==> config.mk <==
export PLATFORM = sky130hd
export DESIGN_NAME = qam_tx_mod_flat
export DESIGN_NICKNAME = d
export VERILOG_FILES = /design/src/rtl/qam_tx_mod_if.sv /design/src/rtl/qam_tx_mod.sv /design/src/flat_wrapper.sv
export SDC_FILE = /design/constraint.sdc
export NUM_CORES = 1
export LEC_CHECK = 0
export CAP_MARGIN = 30
export CORE_ASPECT_RATIO = 1.75
export CORE_MARGIN = 2
export CORE_UTILIZATION = 46
export DETAILED_ROUTE_END_ITERATION = 8
export PLACE_DENSITY = 0.65
export SYNTH_ARGS = -nofsm -noshare
export SYNTH_HDL_FRONTEND = slang
export SYNTH_SLANG_ARGS = --single-unit
==> constraint.sdc <==
create_clock -name clock -period 6.1 [get_ports clock]
set_input_delay 0.61 -clock clock [delete_from_list [all_inputs] [get_ports clock]]
set_output_delay 0.61 -clock clock [all_outputs]
set_load 0.01 [all_outputs]
==> src/rtl/qam_tx_mod_if.sv <==
// Bit-source handshake and symbol/DAC output bundle of the QAM transmit core.
interface qam_tx_mod_if #(
    parameter int BIT_DAC = 14
);
    logic               in_bit;
    logic               in_valid;
    logic               in_ready;
    logic               sym_strobe;
    logic               underrun;
    logic [BIT_DAC-1:0] dac_i;
    logic [BIT_DAC-1:0] dac_q;

    // Bit producer and DAC consumer side.
    modport master (
        output in_bit, in_valid,
        input  in_ready, sym_strobe, underrun, dac_i, dac_q
    );

    // Transmit core side.
    modport slave (
        input  in_bit, in_valid,
        output in_ready, sym_strobe, underrun, dac_i, dac_q
    );
endinterface

==> src/rtl/qam_tx_mod.sv <==
// M-ary QAM baseband transmitter: collects bits per symbol period, Gray-maps
// them to I/Q levels, shapes them (rectangular or SPS-tap moving average) and
// produces registered offset-binary DAC words.
module qam_tx_mod #(
    parameter int          SPS        = 8,
    parameter int          BIT_DAC    = 14,
    parameter logic [11:0] SEED       = 12'h001,
    parameter logic [12:0] GEN_POLY   = 13'b1_0000_1101_0001,
    parameter int          GAIN_SHIFT = 7
) (
    input  logic        clock,
    input  logic        reset,
    input  logic [1:0]  mod_sel,
    input  logic        src_sel,
    input  logic        shape_en,
    qam_tx_mod_if.slave bus
);
    localparam int                 CNT_W    = $clog2(SPS);
    localparam int                 ACC_W    = $clog2(7 * SPS) + 2;
    localparam logic [CNT_W-1:0]   CNT_LAST = CNT_W'(SPS - 1);
    localparam logic [BIT_DAC-1:0] DAC_MID  = {1'b1, {(BIT_DAC-1){1'b0}}};

    // Gray code (zero-extended to 3 bits) to symmetric level 2n-(2^m-1).
    function automatic logic signed [3:0] gray_level(input logic [2:0] g, input logic [1:0] m);
        logic [2:0]        n;
        logic [4:0]        span;
        logic signed [4:0] lvl;
        n[2] = g[2];
        n[1] = g[2] ^ g[1];
        n[0] = g[2] ^ g[1] ^ g[0];
        span = (5'd1 << m) - 5'd1;
        lvl  = $signed({1'b0, n, 1'b0}) - $signed(span);
        return lvl[3:0];
    endfunction

    // Scale the accumulator onto the DAC and move to offset binary.
    function automatic logic [BIT_DAC-1:0] to_dac(input logic signed [ACC_W-1:0] acc);
        logic signed [BIT_DAC-1:0] wide;
        wide = BIT_DAC'(acc);
        return (wide <<< GAIN_SHIFT) + DAC_MID;
    endfunction

    logic [CNT_W-1:0]        count;
    logic [2:0]              bit_cnt;
    logic [11:0]             lfsr;
    logic [5:0]              sh;
    logic [1:0]              mod_r;
    logic                    src_r;
    logic                    shape_r;
    logic [1:0]              m_cur;
    logic [2:0]              k_cur;
    logic [2:0]              gi;
    logic [2:0]              gq;
    logic                    boundary;
    logic                    window;
    logic                    take;
    logic                    bit_now;
    logic                    short_sym;
    logic signed [3:0]       lvl_i_p0;
    logic signed [3:0]       lvl_q_p0;
    logic                    vld_p0;
    logic                    under_p0;
    logic signed [3:0]       dl_i_p1 [SPS];
    logic signed [3:0]       dl_q_p1 [SPS];
    logic signed [ACC_W-1:0] ma_i_p1;
    logic signed [ACC_W-1:0] ma_q_p1;
    logic signed [ACC_W-1:0] rect_i_p1;
    logic signed [ACC_W-1:0] rect_q_p1;
    logic [BIT_DAC-1:0]      dac_i_p2;
    logic [BIT_DAC-1:0]      dac_q_p2;

    // Mode decode, collection window and per-axis bit split.
    always_comb begin
        m_cur = 2'd1;
        gi    = 3'b000;
        gq    = 3'b000;
        case (mod_r)
            2'd1: begin
                m_cur = 2'd2;
                gi    = {1'b0, sh[3:2]};
                gq    = {1'b0, sh[1:0]};
            end
            2'd2: begin
                m_cur = 2'd3;
                gi    = sh[5:3];
                gq    = sh[2:0];
            end
            default: begin
                m_cur = 2'd1;
                gi    = {2'b00, sh[1]};
                gq    = {2'b00, sh[0]};
            end
        endcase
        k_cur     = {m_cur, 1'b0};
        boundary  = (count == CNT_LAST);
        short_sym = (bit_cnt < k_cur);
        window    = short_sym && !boundary;
        take      = window && (!src_r || bus.in_valid);
        bit_now   = src_r ? bus.in_bit : lfsr[0];
    end

    // Sample counter, bit collection, PN generator and boundary mode latch.
    always_ff @(posedge clock or negedge reset) begin
        if (!reset) begin
            count   <= '0;
            bit_cnt <= '0;
            lfsr    <= SEED;
            sh      <= '0;
            mod_r   <= '0;
            src_r   <= 1'b0;
            shape_r <= 1'b0;
        end else begin
            count <= boundary ? '0 : count + CNT_W'(1);
            if (boundary) begin
                bit_cnt <= '0;
                sh      <= '0;
                mod_r   <= mod_sel;
                src_r   <= src_sel;
                shape_r <= shape_en;
            end else if (take) begin
                bit_cnt <= bit_cnt + 3'd1;
                sh      <= {sh[4:0], bit_now};
            end
            if (take && !src_r) begin
                lfsr <= {^(lfsr & GEN_POLY[11:0]), lfsr[11:1]};
            end
        end
    end

    // Symbol latch: complete symbols map to levels, incomplete ones to zero.
    always_ff @(posedge clock or negedge reset) begin
        if (!reset) begin
            lvl_i_p0 <= '0;
            lvl_q_p0 <= '0;
            vld_p0   <= 1'b0;
            under_p0 <= 1'b0;
        end else begin
            vld_p0   <= boundary;
            under_p0 <= boundary && short_sym;
            if (boundary) begin
                lvl_i_p0 <= short_sym ? 4'sd0 : gray_level(gi, m_cur);
                lvl_q_p0 <= short_sym ? 4'sd0 : gray_level(gq, m_cur);
            end
        end
    end

    // Shaping: rectangular hold and free-running SPS-tap sum over a delay line.
    always_ff @(posedge clock or negedge reset) begin
        if (!reset) begin
            for (int j = 0; j < SPS; j++) begin
                dl_i_p1[j] <= '0;
                dl_q_p1[j] <= '0;
            end
            ma_i_p1   <= '0;
            ma_q_p1   <= '0;
            rect_i_p1 <= '0;
            rect_q_p1 <= '0;
        end else begin
            dl_i_p1[0] <= lvl_i_p0;
            dl_q_p1[0] <= lvl_q_p0;
            for (int j = 1; j < SPS; j++) begin
                dl_i_p1[j] <= dl_i_p1[j-1];
                dl_q_p1[j] <= dl_q_p1[j-1];
            end
            ma_i_p1   <= ma_i_p1 + ACC_W'(lvl_i_p0) - ACC_W'(dl_i_p1[SPS-1]);
            ma_q_p1   <= ma_q_p1 + ACC_W'(lvl_q_p0) - ACC_W'(dl_q_p1[SPS-1]);
            rect_i_p1 <= ACC_W'(lvl_i_p0) <<< CNT_W;
            rect_q_p1 <= ACC_W'(lvl_q_p0) <<< CNT_W;
        end
    end

    // DAC output register; the shape select only picks which accumulator feeds it.
    always_ff @(posedge clock or negedge reset) begin
        if (!reset) begin
            dac_i_p2 <= DAC_MID;
            dac_q_p2 <= DAC_MID;
        end else begin
            dac_i_p2 <= to_dac(shape_r ? ma_i_p1 : rect_i_p1);
            dac_q_p2 <= to_dac(shape_r ? ma_q_p1 : rect_q_p1);
        end
    end

    assign bus.in_ready   = src_r && window;
    assign bus.sym_strobe = vld_p0;
    assign bus.underrun   = under_p0;
    assign bus.dac_i      = dac_i_p2;
    assign bus.dac_q      = dac_q_p2;

endmodule

==> src/flat_wrapper.sv <==
// flat-port wrapper written by rule: the top's interface ports become plain ports
module qam_tx_mod_flat 
#(
    parameter int          SPS        = 8,
    parameter int          BIT_DAC    = 14,
    parameter logic [11:0] SEED       = 12'h001,
    parameter logic [12:0] GEN_POLY   = 13'b1_0000_1101_0001,
    parameter int          GAIN_SHIFT = 7
)
  (clock, reset, mod_sel, src_sel, shape_en, bus_in_bit, bus_in_valid, bus_in_ready, bus_sym_strobe, bus_underrun, bus_dac_i, bus_dac_q);
  qam_tx_mod_if #(.BIT_DAC(BIT_DAC)) bus_i ();
  input  logic clock;
  input  logic reset;
  input  logic [1:0] mod_sel;
  input  logic src_sel;
  input  logic shape_en;
  input wire logic [$bits(bus_i.in_bit)-1:0] bus_in_bit;
  input wire logic [$bits(bus_i.in_valid)-1:0] bus_in_valid;
  output wire logic [$bits(bus_i.in_ready)-1:0] bus_in_ready;
  output wire logic [$bits(bus_i.sym_strobe)-1:0] bus_sym_strobe;
  output wire logic [$bits(bus_i.underrun)-1:0] bus_underrun;
  output wire logic [$bits(bus_i.dac_i)-1:0] bus_dac_i;
  output wire logic [$bits(bus_i.dac_q)-1:0] bus_dac_q;
  assign bus_i.in_bit = bus_in_bit;
  assign bus_i.in_valid = bus_in_valid;
  assign bus_in_ready = bus_i.in_ready;
  assign bus_sym_strobe = bus_i.sym_strobe;
  assign bus_underrun = bus_i.underrun;
  assign bus_dac_i = bus_i.dac_i;
  assign bus_dac_q = bus_i.dac_q;
  qam_tx_mod #(.SPS(SPS), .BIT_DAC(BIT_DAC), .SEED(SEED), .GEN_POLY(GEN_POLY), .GAIN_SHIFT(GAIN_SHIFT)) u_core (.clock(clock), .reset(reset), .mod_sel(mod_sel), .src_sel(src_sel), .shape_en(shape_en), .bus(bus_i));
endmodule
# After elaboration in Yosys (flattened, before gate mapping)
# Index checks and enable logic that the tools add are counted.
# Widths: inputs -> output; s select.
totals:
  out_inout_bits: 31
  regBits: 154
  inputBits: 8
classes:
  eq_ne: 3
  n_reduce_logical: 10
  add_sub_neg: 11
  bitwise_logic: 4
  shift: 1
  order_cmp: 1
  mux: 13
ops:
  columns: ["operator", "n"]
  rows:
  - ["$add 14x14->14 const B", 2]
  - ["$add 8x4->8", 2]
  - ["$sub 8x4->8", 2]
  - ["$mux 7", 2]
  - ["$mux 6", 2]
  - ["$pmux 3 s2", 2]
  - ["$reduce_xor 12->1", 1]
  - ["$mux 3", 3]
  - ["$mux 4", 2]
  - ["$sub 4x4->4", 2]
  - ["$add 3x1->3 const B", 2]
  - ["$logic_and 1x1->1", 5]
  - ["$pmux 2 s2", 1]
  - ["$shl 1x2->4 const A", 1]
  - ["$sub 4x1->4 const B", 1]
  - ["$xor 1x1->1", 4]
  - ["$eq 3x3->1 const B", 1]
  - ["$lt 3x3->1", 1]
  - ["$eq 2x1->1 const B", 1]
  - ["$eq 2x2->1 const B", 1]
  - ["$logic_not 1->1", 2]
  - ["$reduce_bool 2->1", 1]
  - ["$logic_or 1x1->1", 1]
  - ["$mux 1", 1]

# Logic depth before layout (Yosys ltp)
# Gate-level depths: netlist of the first run.
logic_depth:
  depth_word: 7
  depth_mapped: 14
  mapped_depth_nobuf: 13

# Worst setup path before layout of the first run
# No wires, ideal clock.
synth_timing:
  path_type: "reg-to-reg"
  startpoint: "reg u_core.mod_r[0]"
  endpoint: "reg u_core.lvl_i_p0[3]"
  path_slack_ns: 3.456
  setup_time_ns: 0.083
  stages_incl_launch_ff: 15
  required_ns: 6.017
  t_arrival_ns: 2.561
  path_cell_list: "dfrtp_1 > inv_1 > ha_1 > clkbuf_1 > nor4bb_1 > a41oi_1 > and2_1 > inv_1 > xnor2_1 > ha_1 > a31o_2 > a21oi_1 > xnor2_1 > nand3_1 > o21ai_0"
synth_via:
  elab_chain_cells: 6
synth_lines:
  columns: ["element", "line", "source"]
  rows:
  - ["start: declaration", "qam_tx_mod.sv:47", "logic [1:0] mod_r;"]
  - ["start signal: assignment", "qam_tx_mod.sv:117", "mod_r <= mod_sel;"]
  - ["$eq 2x2->1 / $eq 2x1->1 (equally long branches)", "qam_tx_mod.sv:77", "case (mod_r)"]
  - ["$pmux 2 s2 / $pmux 3 s2 (equally long branches)", "qam_tx_mod.sv:77", null]
  - ["$shl 1x2->4 / $xor 1x1->1 (equally long branches)", "qam_tx_mod.sv:31, qam_tx_mod.sv:29, qam_tx_mod.sv:30", null]
  - ["$sub 4x1->4 / $xor 1x1->1 (equally long branches)", "qam_tx_mod.sv:31, qam_tx_mod.sv:30", null]
  - ["$sub 4x4->4", "qam_tx_mod.sv:32", "lvl = $signed({1'b0, n, 1'b0}) - $signed(span);"]
  - ["$mux 4 *", "qam_tx_mod.sv:141", "lvl_i_p0 <= short_sym ? 4'sd0 : gray_level(gi, m_cur);"]
  - ["end signal: assignment", "qam_tx_mod.sv:141", null]
  - ["end: declaration", "qam_tx_mod.sv:59", "logic signed [3:0] lvl_i_p0;"]
# Mark *: on every way between the ends. The rest lies on a longest branch, timed or not.
# A chain may end at the register's enable or synchronous reset.

# Worst setup path after layout of the first run
layout_timing:
  startpoint: "reg u_core.mod_r[0]"
  endpoint: "out bus_in_ready"
layout_via:
  elab_chain_cells: 5
layout_lines:
  columns: ["element", "line", "source"]
  rows:
  - ["$eq 2x2->1 / $eq 2x1->1 (equally long branches)", "qam_tx_mod.sv:77", null]
  - ["$pmux 2 s2 *", "qam_tx_mod.sv:77", null]
  - ["$lt 3x3->1 *", "qam_tx_mod.sv:96", "short_sym = (bit_cnt < k_cur);"]
  - ["$logic_and 1x1->1 *", "qam_tx_mod.sv:97", "window = short_sym && !boundary;"]
  - ["$logic_and 1x1->1 *", "qam_tx_mod.sv:183", "assign bus.in_ready = src_r && window;"]
  - ["end: declaration", "flat_wrapper.sv:19", "output wire logic [$bits(bus_i.in_ready)-1:0] bus_in_ready;"]
# Marked as above.

==> out/results.ini, run 1 <==
[cells_and_area]
area_delta_synth_final_pct = 17.1
finalNetCount = 466
drive_above_1_share_pct = 13.7
multi_input_area_sq_um = 1710
nFillCells = 902
final-seq-area_sq_um = 3030
antenna-diode-count = 0

[floorplanning]
row_count = 50
ioPinCount = 39
die_area_sq_um = 11900
fp.dieH_microns = 143
design.core.area_sq_um = 10700
start_util_pct = 47.5
dieWidth_microns = 83.4

[critical_path]
regToRegEndpoint = u_core.lvl_i_p0[2]$_DFFE_PN0P_
end_kind = output port
startpoint_type = flip-flop
critPathMaxFanout = 20
r2r-start = u_core.mod_r[0]$_DFFE_PN0P_
worstPathArrival_ns = 2.93
reg2reg_slack_ns = 2.96
crit_type = flip-flop to output port
crit_required_ns = 5.49
r2r_cells = 12

[drt]
routed_wl_mm = 7.93
post_drt_wl_per_cell_microns = 14.0
first_pass_iters = 4
vias = 2740
drtAntennaViolNets = 0
drc = 0
drt_iter0_drc = 128
viasPerCell = 4.83

[timing]
final_max_slew_viol_count = 0
setup_tns_ns = 0
hold_viol_final = 0
fmax_ghz = 0.283
rsz0062_at_grt = no
tightest_slew_ns = 0.753
period_share_pct = 58.0
max-slew-margin-rel_pct = 49.8
setup_viol = 0
fin_skew_ns = 0.00610
fin_worst_hold_slack_ns = 0.262
period_needed_ns = 3.54

[clocking]
clock_latency_ns = 0.41
numCtsBuffers = 17
h-tree-depth = 4
cts_tree = yes
clock_sinks = 121
postCtsSetupRepairBufs = 0
ctsRootBufferMaster = clkbuf_16
cts_hold_buf = 0
cts_buffer_depth = 2
ctsResizeCount = 0
path_clk_slew_ns = 0.06

[synthesis]
yosysUniqueCellTypes = 47
synth_compound_area_share_pct = 6.36
async_flop_share_pct = 100
synth_xor_area_share_pct = 5.00
synth_edf_count = 0
ys_seq_elements = 121
synth_top_area_cell = dfrtp_1
synth_area_per_cell_sq_um = 13.0
synth-seq-area-share_pct = 59.7
synth_top_area_share_pct = 58.2
synthFlopType = dfrtp_1
syn_area_sq_um = 5080
synthMuxAreaShare_pct = 5.92
synth_fa_ha_area_share_pct = 10.2
synth_top_family_by_area = adder cells
netlist_top_cells_area = dfrtp_1 (58%), ha_1 (5.4%), fa_1 (4.7%)
netlist_instances = 391
yosys.area_share.simple_pct = 5.18
ys_warn_count = 0

[pwr]
clkPwrFrac_pct = 28.3
intPower_mw = 2.32
power.switching_mw = 1.09
power_density_nw_per_um2 = 574
power_frac_comb_pct = 36.1
ir_drop_v = 0.000350
pwr-share-seq_pct = 35.6
switching_share_pct = 32.0
power_leakage_nw = 2.92

[place]
dpl.hpwl_mm = 5.38
io_buffers = 24
gp_congestion = 0.872

[global_route]
grt_overflow = 0
grt_max_degree = 62
antenna_found_initial = 0
grt_pass1_wl_mm = 13.9
grt.total_usage_pct = 15.4
grt_pass1_vias = 2875

[status]
status = finished clean

[job]
maxCapViolations = 0

[hold_path]
hold_path_class = primary input to async pin

==> per-layer routing <==
| metal | global-route usage [%] | part of all wire [%] | wire length [microns] |
|---|---|---|---|
| met4 | 6.37 | 2.0 | 157 |
| met5 | 0 | 0 | 0 |
| met2 | 26.4 | 54 | 4260 |
| met1 | 17.5 | 41 | 3280 |
| met3 | 5.26 | 2.9 | 227 |
==> layout by cell type (no fill, tap or decap), drive strengths merged, types with 2 or more instances in the layout <==
cell             n
a211oi           3
a21o             4
a21oi           11
a31o             3
and2             7
buf              4
bufinv           2
clkbuf          18
clkdlybuf4s50   23
clkinv           4
clkinvlp         5
conb            14
dfrtp          118
dfstp            3
fa              12
ha              22
inv             55
mux2            16
mux2i            9
nand2           20
nand3            3
nor2            14
nor2b            2
o211ai           2
o21a             2
o21ai           11
o21bai           3
o22ai            2
o311ai           2
xnor2           25
xor2             4
==> critical path: stages, from the launching register on <==
cell and delay, ns:
dfrtp_1 0.35, inv_1 0.06, ha_1 0.65, ha_1 0.36
o21a_4 0.14, or2_1 0.31, nor2_1 0.13, clkdlybuf4s50_1 0.54
==> final cells by class <==
| cell class | instances | area share [%] |
|---|---|---|
| sequential | 121 | 51.0 |
| multi-input combinational | 205 | 28.7 |
| clock buffer | 18 | 7.39 |
| timing repair buffer | 27 | 4.38 |
| inverter | 52 | 3.28 |
| tap | 130 | 2.74 |
| clock inverter | 14 | 2.48 |
==> cells by family (layout without fill, tap and decap cells) <==
| logic type | after synthesis | after routing |
|---|---|---|
| AOI/OAI and AO/OA | 48 | 48 |
| xor gates and xnor gates | 29 | 29 |
| adders and majority gates | 34 | 34 |
| buffers and inverters | 78 | 111 |
| DFF | 121 | 121 |
| muxes | 25 | 25 |
| other | 1 | 14 |
| and+or+nand+nor | 55 | 55 |
==> how the worst max path moves through the flow <==
stage / to / cells past startpoint / from
2_1_floorplan: u_core.lvl_i_p0[3]$_DFFE_PN0P_ / 14 / u_core.mod_r[0]$_DFFE_PN0P_
3_3_place_gp: bus_in_ready / 7 / u_core.mod_r[0]$_DFFE_PN0P_
3_5_place_dp: bus_in_ready / 7 / u_core.mod_r[0]$_DFFE_PN0P_
4_1_cts: bus_in_ready / 7 / u_core.mod_r[0]$_DFFE_PN0P_
5_1_grt: bus_in_ready / 7 / u_core.mod_r[0]$_DFFE_PN0P_
6_report: bus_in_ready / 7 / u_core.mod_r[0]$_DFFE_PN0P_
==> power groups by stage <==
stage	Sequential (mW)	Combinational, mW	Clock (mW)
final	1.21	1.23	0.966
after floorplan	1.21	0.956	0
after detailed placement	1.23	1.24	0
after global routing	1.25	1.40	1.02
after CTS	1.22	1.25	0.985
after global placement	1.23	1.19	0
==> Yosys cell counts, types with 2 or more instances <==
cell type,instances
and2_1,7
nor2_1,14
dfrtp_1,118
mux2i_1,9
clkbuf_1,6
a31o_2,3
a211oi_1,3
a21o_1,4
mux2_4,8
xor2_1,4
mux2_2,8
xnor2_1,25
buf_4,14
dfstp_2,3
buf_6,3
nand3_1,3
o21bai_1,3
nand2_1,20
nor2b_1,2
inv_1,52
ha_1,22
a21oi_1,11
o211ai_1,2
o21ai_0,11
o22ai_1,2
fa_1,12
o311ai_0,2
==> stage by stage <==
| step | utilization [%] | setup WS, ns | instance area, sq um | power [mW] | cells |
|---|---|---|---|---|---|
| 5_1_grt | 55.6 | 2.36 | 5940 | 3.68 | 567 |
| 3_3_place_gp | 50.1 | 3.06 | 5360 | 2.41 | 535 |
| 4_1_cts | 55.6 | 2.56 | 5940 | 3.46 | 567 |
| 2_1_floorplan | - | 3.46 | 5120 | 2.17 | 404 |
| 6_report | 55.6 | 2.56 | 5940 | 3.41 | 567 |
| 3_5_place_dp | 50.1 | 3.00 | 5360 | 2.47 | 535 |
==> sequential cells by signal (all words and copies together), names as in the netlist, 2 cells and up <==
name and flops:
u_core.bit_cnt 3, u_core.ma_q_p1 7, u_core.bus.dac_i 7, u_core.count 3, u_core.sh 6, u_core.bus.dac_q 7, u_core.ma_i_p1 7, u_core.lfsr 12
u_core.lvl_q_p0 4, u_core.dl_q_p1 24, u_core.mod_r 2, u_core.dl_i_p1 32, u_core.lvl_i_p0 3
Note: power is estimated with default switching activity, not from simulation.
==> run 2, diff against run 1 <==
- PLACE_DENSITY: 0.65 -> 0.68
- clock period: 6.1 -> 2.9 ns (I/O delays scaled with it)
==> run 2 against run 1 <==
Worst hold slack better by 0.085 ns. Cell area is 1.8% higher. Wire length is 1.3% higher. Core utilization is 1.0 points higher. Sequential share of layout area is 0.91 points lower. Global-route usage is 0.13 points higher. Sequential power is 110% higher. Clock power is 120% higher. Die area stayed put. Via count is 1.4% higher. Highest routed layer unchanged. Critical path depth is 6 higher. Clock-buffer cell count is 1 higher.
==> out/results.ini, run 2 (synthesis gave the netlist of run 1 again) <==
[critical_path]
critPathMaxFanout = 8  ; -60%
regToRegEndpoint = u_core.lvl_i_p0[3]$_DFFE_PN0P_
crit_type = flip-flop to flip-flop
worstPathArrival_ns = 3.04  ; +0.11 ns
reg2reg_slack_ns = 0.19  ; -2.77 ns
r2r_cells = 13  ; +1
startpoint_type = flip-flop
end_kind = flip-flop
r2r-start = u_core.mod_r[0]$_DFFE_PN0P_
crit_required_ns = 3.23  ; -2.26 ns

[timing]
rsz0062_at_grt = yes
final.setup.worst_slack_ns = 0.189  ; -2.37 ns
hold_viol_final = 0  ; unchanged
period_share_pct = 93.5
fmax_ghz = 0.369
period_needed_ns = 2.71
max-slew-margin-rel_pct = 56.6  ; +6.9 points
fin_skew_ns = 0.00835  ; +0.00225 ns
tightest_slew_ns = 0.650  ; -0.103 ns
setup_viol = 0  ; unchanged
final_max_slew_viol_count = 0  ; unchanged

[pwr]
power_density_nw_per_um2 = 1220  ; +110%
p_total_mw = 7.36  ; +120%
power_leakage_nw = 2.99  ; +2.3%
ir_drop_v = 0.000665  ; +90%

[clocking]
ctsRootBufferMaster = clkbuf_16
clock_sinks = 121  ; unchanged
path_clk_slew_ns = 0.05  ; about the same
postCtsSetupRepairBufs = 0  ; unchanged
cts_tree = yes
h-tree-depth = 4  ; unchanged
cts_buffer_depth = 2  ; unchanged
numCtsBuffers = 17  ; unchanged
clock_latency_ns = 0.41  ; about the same

[drt]
met3WireLength_microns = 277  ; +22%
drc = 0  ; unchanged
drtAntennaViolNets = 0  ; unchanged
vias = 2777  ; +1.4%
top_layer_used = met4
drt_iter0_drc = 128  ; unchanged
first_pass_iters = 4  ; unchanged
viasPerCell = 4.85  ; +0.46%
routed_wl_mm = 8.03  ; +1.3%
wl_met1_mm = 3.23  ; -1.5%
routed-wl-met2_mm = 4.35  ; +2.1%
post_drt_wl_per_cell_microns = 14.0  ; +0.43%

[global_route]
antenna_found_initial = 0  ; unchanged
grt_pass1_vias = 3100  ; +7.8%
grt.total_usage_pct = 15.5  ; +0.13 points
grt_max_degree = 80  ; +29%
grt_pass1_wl_mm = 14.2  ; +2.6%
grt_overflow = 0  ; unchanged

[place]
postPlaceCellArea_sq_um = 5400  ; +0.79%
gp_congestion = 0.786  ; -9.9%
dp.cells = 539  ; +0.75%
dpl.hpwl_mm = 5.40  ; +0.43%
io_buffers = 24  ; unchanged
dpl_worst_slack_ns = 0.0882  ; -2.92 ns

[hold_path]
hold_end = u_core.dl_q_p1[14]$_DFF_PN0_
hold_path_class = flip-flop to flip-flop
hold_path_startpoint = u_core.dl_q_p1[18]$_DFF_PN0_
min_path_cells = 0

[cells_and_area]
final_common_cell = dfrtp_1
stdcell_area_sq_um = 6050  ; +1.8%
instances_no_fill = 572  ; +0.88%
largest_register_ffs = 32  ; unchanged
top_regs = u_core.dl_i_p1 (32), u_core.dl_q_p1 (24), u_core.lfsr (12)
area_delta_synth_final_pct = 19.2
max_flop_register = u_core.dl_i_p1
drive_above_1_share_pct = 15.2  ; +1.4 points
finalNetCount = 471  ; +1.1%
antenna-diode-count = 0  ; unchanged
final_cell_mix = dfrtp_1 (118), inv_1 (52), xnor2_1 (25)

[status]
status = finished clean

[floorplanning]
ioPinCount = 39  ; unchanged
die_area_sq_um = 11900  ; unchanged
dieWidth_microns = 83.4  ; unchanged
row_count = 50  ; unchanged
fp.dieH_microns = 143  ; unchanged
design.core.area_sq_um = 10700  ; unchanged
start_util_pct = 47.5  ; unchanged

[job]
maxCapViolations = 0  ; unchanged

[run 2: cell count changes in the layout (fill, tap and decap cells not counted), moves of 2 or more]
cell and change:
buf_4 +3, inv_6 -2, clkinv_4 +5, clkinvlp_4 -4
[run 2: report_power, final]
| part | internal [mW] | switching [mW] | total (mW) |
|---|---|---|---|
| Clock | 1.40 | 0.761 | 2.16 |
| Sequential | 2.31 | 0.238 | 2.55 |
| Combinational | 1.30 | 1.35 | 2.65 |
[run 2: worst max-delay path by stage]
stage / startpoint / end / slack, ns / cells past startpoint
finish: u_core.mod_r[0]$_DFFE_PN0P_ / u_core.lvl_i_p0[3]$_DFFE_PN0P_ / 0.19 / 13
global route: u_core.mod_r[0]$_DFFE_PN0P_ / u_core.lvl_i_p0[2]$_DFFE_PN0P_ / -0.04 / 11
CTS: u_core.mod_r[0]$_DFFE_PN0P_ / bus_in_ready / 0.01 / 7
detailed placement: u_core.mod_r[0]$_DFFE_PN0P_ / u_core.lvl_i_p0[2]$_DFFE_PN0P_ / 0.09 / 12
global placement: u_core.mod_r[0]$_DFFE_PN0P_ / u_core.lvl_i_p0[2]$_DFFE_PN0P_ / 0.23 / 12
floorplan: u_core.mod_r[0]$_DFFE_PN0P_ / u_core.lvl_i_p0[3]$_DFFE_PN0P_ / 0.26 / 14
[run 2: per-layer routing]
metal  vias to the layer above  global-route usage (%)
li1                       1309                       -
met1                      1397                    17.8
met2                        52                    25.8
met3                        19                    5.49
met4                         0                    7.64
met5                         -                       0
[run 2: layout make-up]
| type | instances | area, sq um |
|---|---|---|
| inverter | 52 | 195 |
| tap | 130 | 163 |
| sequential | 121 | 3030 |
| clock buffer | 19 | 453 |
| fill | 865 | 4650 |
| multi-input combinational | 205 | 1730 |
| clock inverter | 13 | 169 |
| timing repair buffer | 32 | 315 |
[run 2: worst max-delay path, cell delays in order, from the launching register on]
cell	delay, ns
dfrtp_1	0.38
inv_1	0.08
ha_2	0.33
nor4bb_2	0.33
a41oi_2	0.10
and2_1	0.22
inv_1	0.09
xnor2_1	0.08
ha_1	0.32
a31o_2	0.24
a21oi_1	0.17
xnor2_1	0.13
nand3_1	0.08
o21ai_0	0.08
[run 2: per-stage QoR]
stage | TNS [ns] | utilization, % | hold slack [ns]
final | 0 | 56.6 | 0.348
after global routing | -0.0445 | 56.6 | 0.351
after CTS | 0 | 56.4 | 0.349
after detailed placement | 0 | 50.5 | 0.315
after global placement | 0 | 50.5 | 0.299
after floorplan | 0 | - | -0.00559
[run 2: what timing repair did]
| item | CTS | global route |
|---|---|---|
| hold buffers | 1 | 0 |
| setup endpoints to repair | 0 | 3 |
| resized for setup | 0 | 6 |
| hold endpoints to repair | 41 | 0 |
==> run 3, diff against run 2 <==
- CORE_UTILIZATION: 46 -> 47
- PLACE_DENSITY: 0.68 -> 0.69
==> run 3 against run 2 <==
Critical endpoint is now u_core.lvl_i_p0[2]$_DFFE_PN0P_. Largest power group unchanged. Flip-flop and latch count is the same. Combinational power about the same. Cell area fell by 0.39%. Die area decreased by 2.0%. Maximum frequency up 1.1%. Sequential power about the same.
==> out/results.ini, run 3 (synthesis gave the netlist of run 1 again) <==
[cells_and_area]
area_delta_synth_final_pct = 18.8
final_common_cell = dfrtp_1
antenna-diode-count = 0  ; unchanged
drive_above_1_share_pct = 16.0  ; +0.83 points
instances_no_fill = 574  ; +0.35%
largest_register_ffs = 32  ; unchanged
max_flop_register = u_core.dl_i_p1
nFillCells = 894  ; +3.4%
finalNetCount = 473  ; +0.42%
final_cell_mix = dfrtp_1 (118), inv_1 (52), xnor2_1 (25)
top_regs = u_core.dl_i_p1 (32), u_core.dl_q_p1 (24), u_core.lfsr (12)
stdcell_area_sq_um = 6030  ; -0.39%

[global_route]
grt.total_usage_pct = 16.8  ; +1.3 points
antenna_found_initial = 0  ; unchanged
grt_max_degree = 70  ; -13%
grt_pass1_vias = 3103  ; +0.097%
grt_overflow = 0  ; unchanged
grt_pass1_wl_mm = 14.6  ; +2.6%

[critical_path]
cp_cell_sequence = inv_1 -> ha_4 -> inv_1 -> a41oi_2 -> and2_1 -> inv_1 -> ha_1 -> o211ai_1 -> nor2_1 -> a2111oi_2 -> o311ai_1
cpMostUsedCell = inv_1
crit_end = u_core.lvl_i_p0[2]$_DFFE_PN0P_
regToRegEndpoint = u_core.lvl_i_p0[2]$_DFFE_PN0P_
worstSetupStartpoint = u_core.mod_r[0]$_DFFE_PN0P_
worstPathArrival_ns = 2.95  ; -0.09 ns
end_kind = flip-flop
r2r_cells = 11  ; -2
r2r-start = u_core.mod_r[0]$_DFFE_PN0P_
slowest_stage = dfrtp_1
crit_type = flip-flop to flip-flop
cpPeakStageDelay_ns = 0.39  ; about the same
startpoint_type = flip-flop
reg2reg_slack_ns = 0.22  ; +0.03 ns
crit_required_ns = 3.17  ; -0.06 ns
critPathMaxFanout = 9  ; +1

[drt]
routed_wl_mm = 7.90  ; -1.6%
drtAntennaViolNets = 0  ; unchanged
post_drt_wl_per_cell_microns = 13.8  ; -1.9%
viasPerCell = 4.85  ; -0.13%
first_pass_iters = 4  ; unchanged
drt_iter0_drc = 170  ; +33%
drc = 0  ; unchanged
vias = 2783  ; +0.22%

[pwr]
pwr-share-seq_pct = 36.1  ; +1.5 points
ir_drop_v = 0.000712  ; +7.1%
switching_share_pct = 32.5  ; +0.61 points
power_frac_comb_pct = 37.1  ; +1.1 points
intPower_mw = 4.79  ; -4.5%
clkPwrFrac_pct = 26.8  ; -2.6 points
power_density_nw_per_um2 = 1180  ; -3.3%
power.switching_mw = 2.30  ; -1.8%
power_leakage_nw = 2.97  ; -0.86%

[timing]
max-slew-margin-rel_pct = 54.8  ; -1.8 points
rsz0062_at_grt = no
final_max_slew_viol_count = 0  ; unchanged
hold_viol_final = 0  ; unchanged
tightest_slew_ns = 0.678  ; +0.0277 ns
setup_tns_ns = 0  ; unchanged
fin_skew_ns = 0.00603  ; -0.00232 ns
fin_worst_hold_slack_ns = 0.344  ; -0.00369 ns
period_needed_ns = 2.68  ; -0.0295 ns
fmax_ghz = 0.373  ; +1.1%
setup_viol = 0  ; unchanged
period_share_pct = 92.5  ; -1.0 points

[clocking]
numCtsBuffers = 17  ; unchanged
h-tree-depth = 4  ; unchanged
path_clk_slew_ns = 0.05  ; about the same
clock_sinks = 121  ; unchanged
clock_latency_ns = 0.41  ; about the same
ctsRootBufferMaster = clkbuf_16
cts_buffer_depth = 2  ; unchanged
cts_tree = yes

[floorplanning]
row_count = 50  ; unchanged
dieWidth_microns = 82.6  ; -1.0%
design.core.area_sq_um = 10600  ; -0.59%
die_area_sq_um = 11700  ; -2.0%
ioPinCount = 39  ; unchanged
start_util_pct = 47.7  ; +0.28 points
fp.dieH_microns = 141  ; -1.0%

[status]
status = finished clean

[place]
postPlaceCellArea_sq_um = 5420  ; +0.28%
dpl.hpwl_mm = 5.42  ; +0.39%
gp_congestion = 0.786  ; about the same
dp.cells = 541  ; +0.37%
io_buffers = 24  ; unchanged

[hold_path]
hold_path_class = flip-flop to flip-flop
hold_path_startpoint = u_core.dl_i_p1[25]$_DFF_PN0_

[job]
maxCapViolations = 0  ; unchanged

run 3: cell types whose count changed in the layout (fill, tap and decap cells not counted), sizes merged:
cell,change
buf,+2
bufinv,-2
clkbuf,-1
clkinvlp,+4
inv,-1
run 3: routing by layer:
metal	routed length [microns]	up-vias	GRT usage, %	share of wire (%)
li1	-	1309	-	-
met1	3260	1401	19.9	41
met5	0	-	0	0
met3	260	21	4.96	3.3
met2	4140	52	27.0	52
met4	243	0	9.15	3.1
run 3: timing repair:
item	CTS	global route
resized for setup	3	8
cloned	0	0
pin swaps	0	1
endpoints found under the setup margin	1	3
hold buffers	1	0
endpoints found under the hold margin	38	0
setup buffers	0	0
run 3: layout make-up:
type | count | area, sq um | area share, %
tap | 130 | 163 | 2.70
clock buffer | 18 | 439 | 7.29
inverter | 52 | 195 | 3.24
timing repair buffer | 34 | 330 | 5.48
sequential | 121 | 3030 | 50.3
multi-input combinational | 205 | 1760 | 29.2
clock inverter | 14 | 108 | 1.78
run 3: power groups by stage:
stage               clock [mW]  sequential, mW  combinational, mW
floorplan                    0            2.54               2.01
global placement             0            2.57               2.53
detailed placement           0            2.59               2.64
CTS                       1.95            2.58               2.68
global route              2.04            2.63               3.05
finish                    1.90            2.56               2.63
run 3: worst max-delay path, delay by kind of cell (launching register included):
family	cells	cell delay, ns
AOI/OAI and AO/OA	4	0.96
DFF	1	0.39
and+or+nand+nor	2	0.30
buffers and inverters	3	0.24
adders and majority gates	2	0.66
run 3: per-stage QoR:
| step | setup slack (ns) | util (%) | power [mW] |
|---|---|---|---|
| floorplan | 0.256 | - | 4.56 |
| global placement | 0.179 | 50.9 | 5.10 |
| detailed placement | 0.0201 | 50.9 | 5.22 |
| CTS | 0.00736 | 56.3 | 7.20 |
| global route | 0.00206 | 56.7 | 7.72 |
| finish | 0.218 | 56.7 | 7.09 |
run 3: how the worst min path moves through the flow:
| stage | to | slack (ns) | cells after the start |
|---|---|---|---|
| 6_report | u_core.dl_i_p1[21]$_DFF_PN0_ | 0.34 | 0 |
| 5_1_grt | u_core.dl_q_p1[14]$_DFF_PN0_ | 0.35 | 0 |
| 4_1_cts | u_core.dl_i_p1[21]$_DFF_PN0_ | 0.35 | 0 |
| 3_5_place_dp | u_core.mod_r[0]$_DFFE_PN0P_ | 0.31 | 1 |
| 3_3_place_gp | u_core.mod_r[1]$_DFFE_PN0P_ | 0.31 | 1 |
| 2_1_floorplan | u_core.bit_cnt[0]$_DFFE_PN0P_ | -0.006 | 0 |
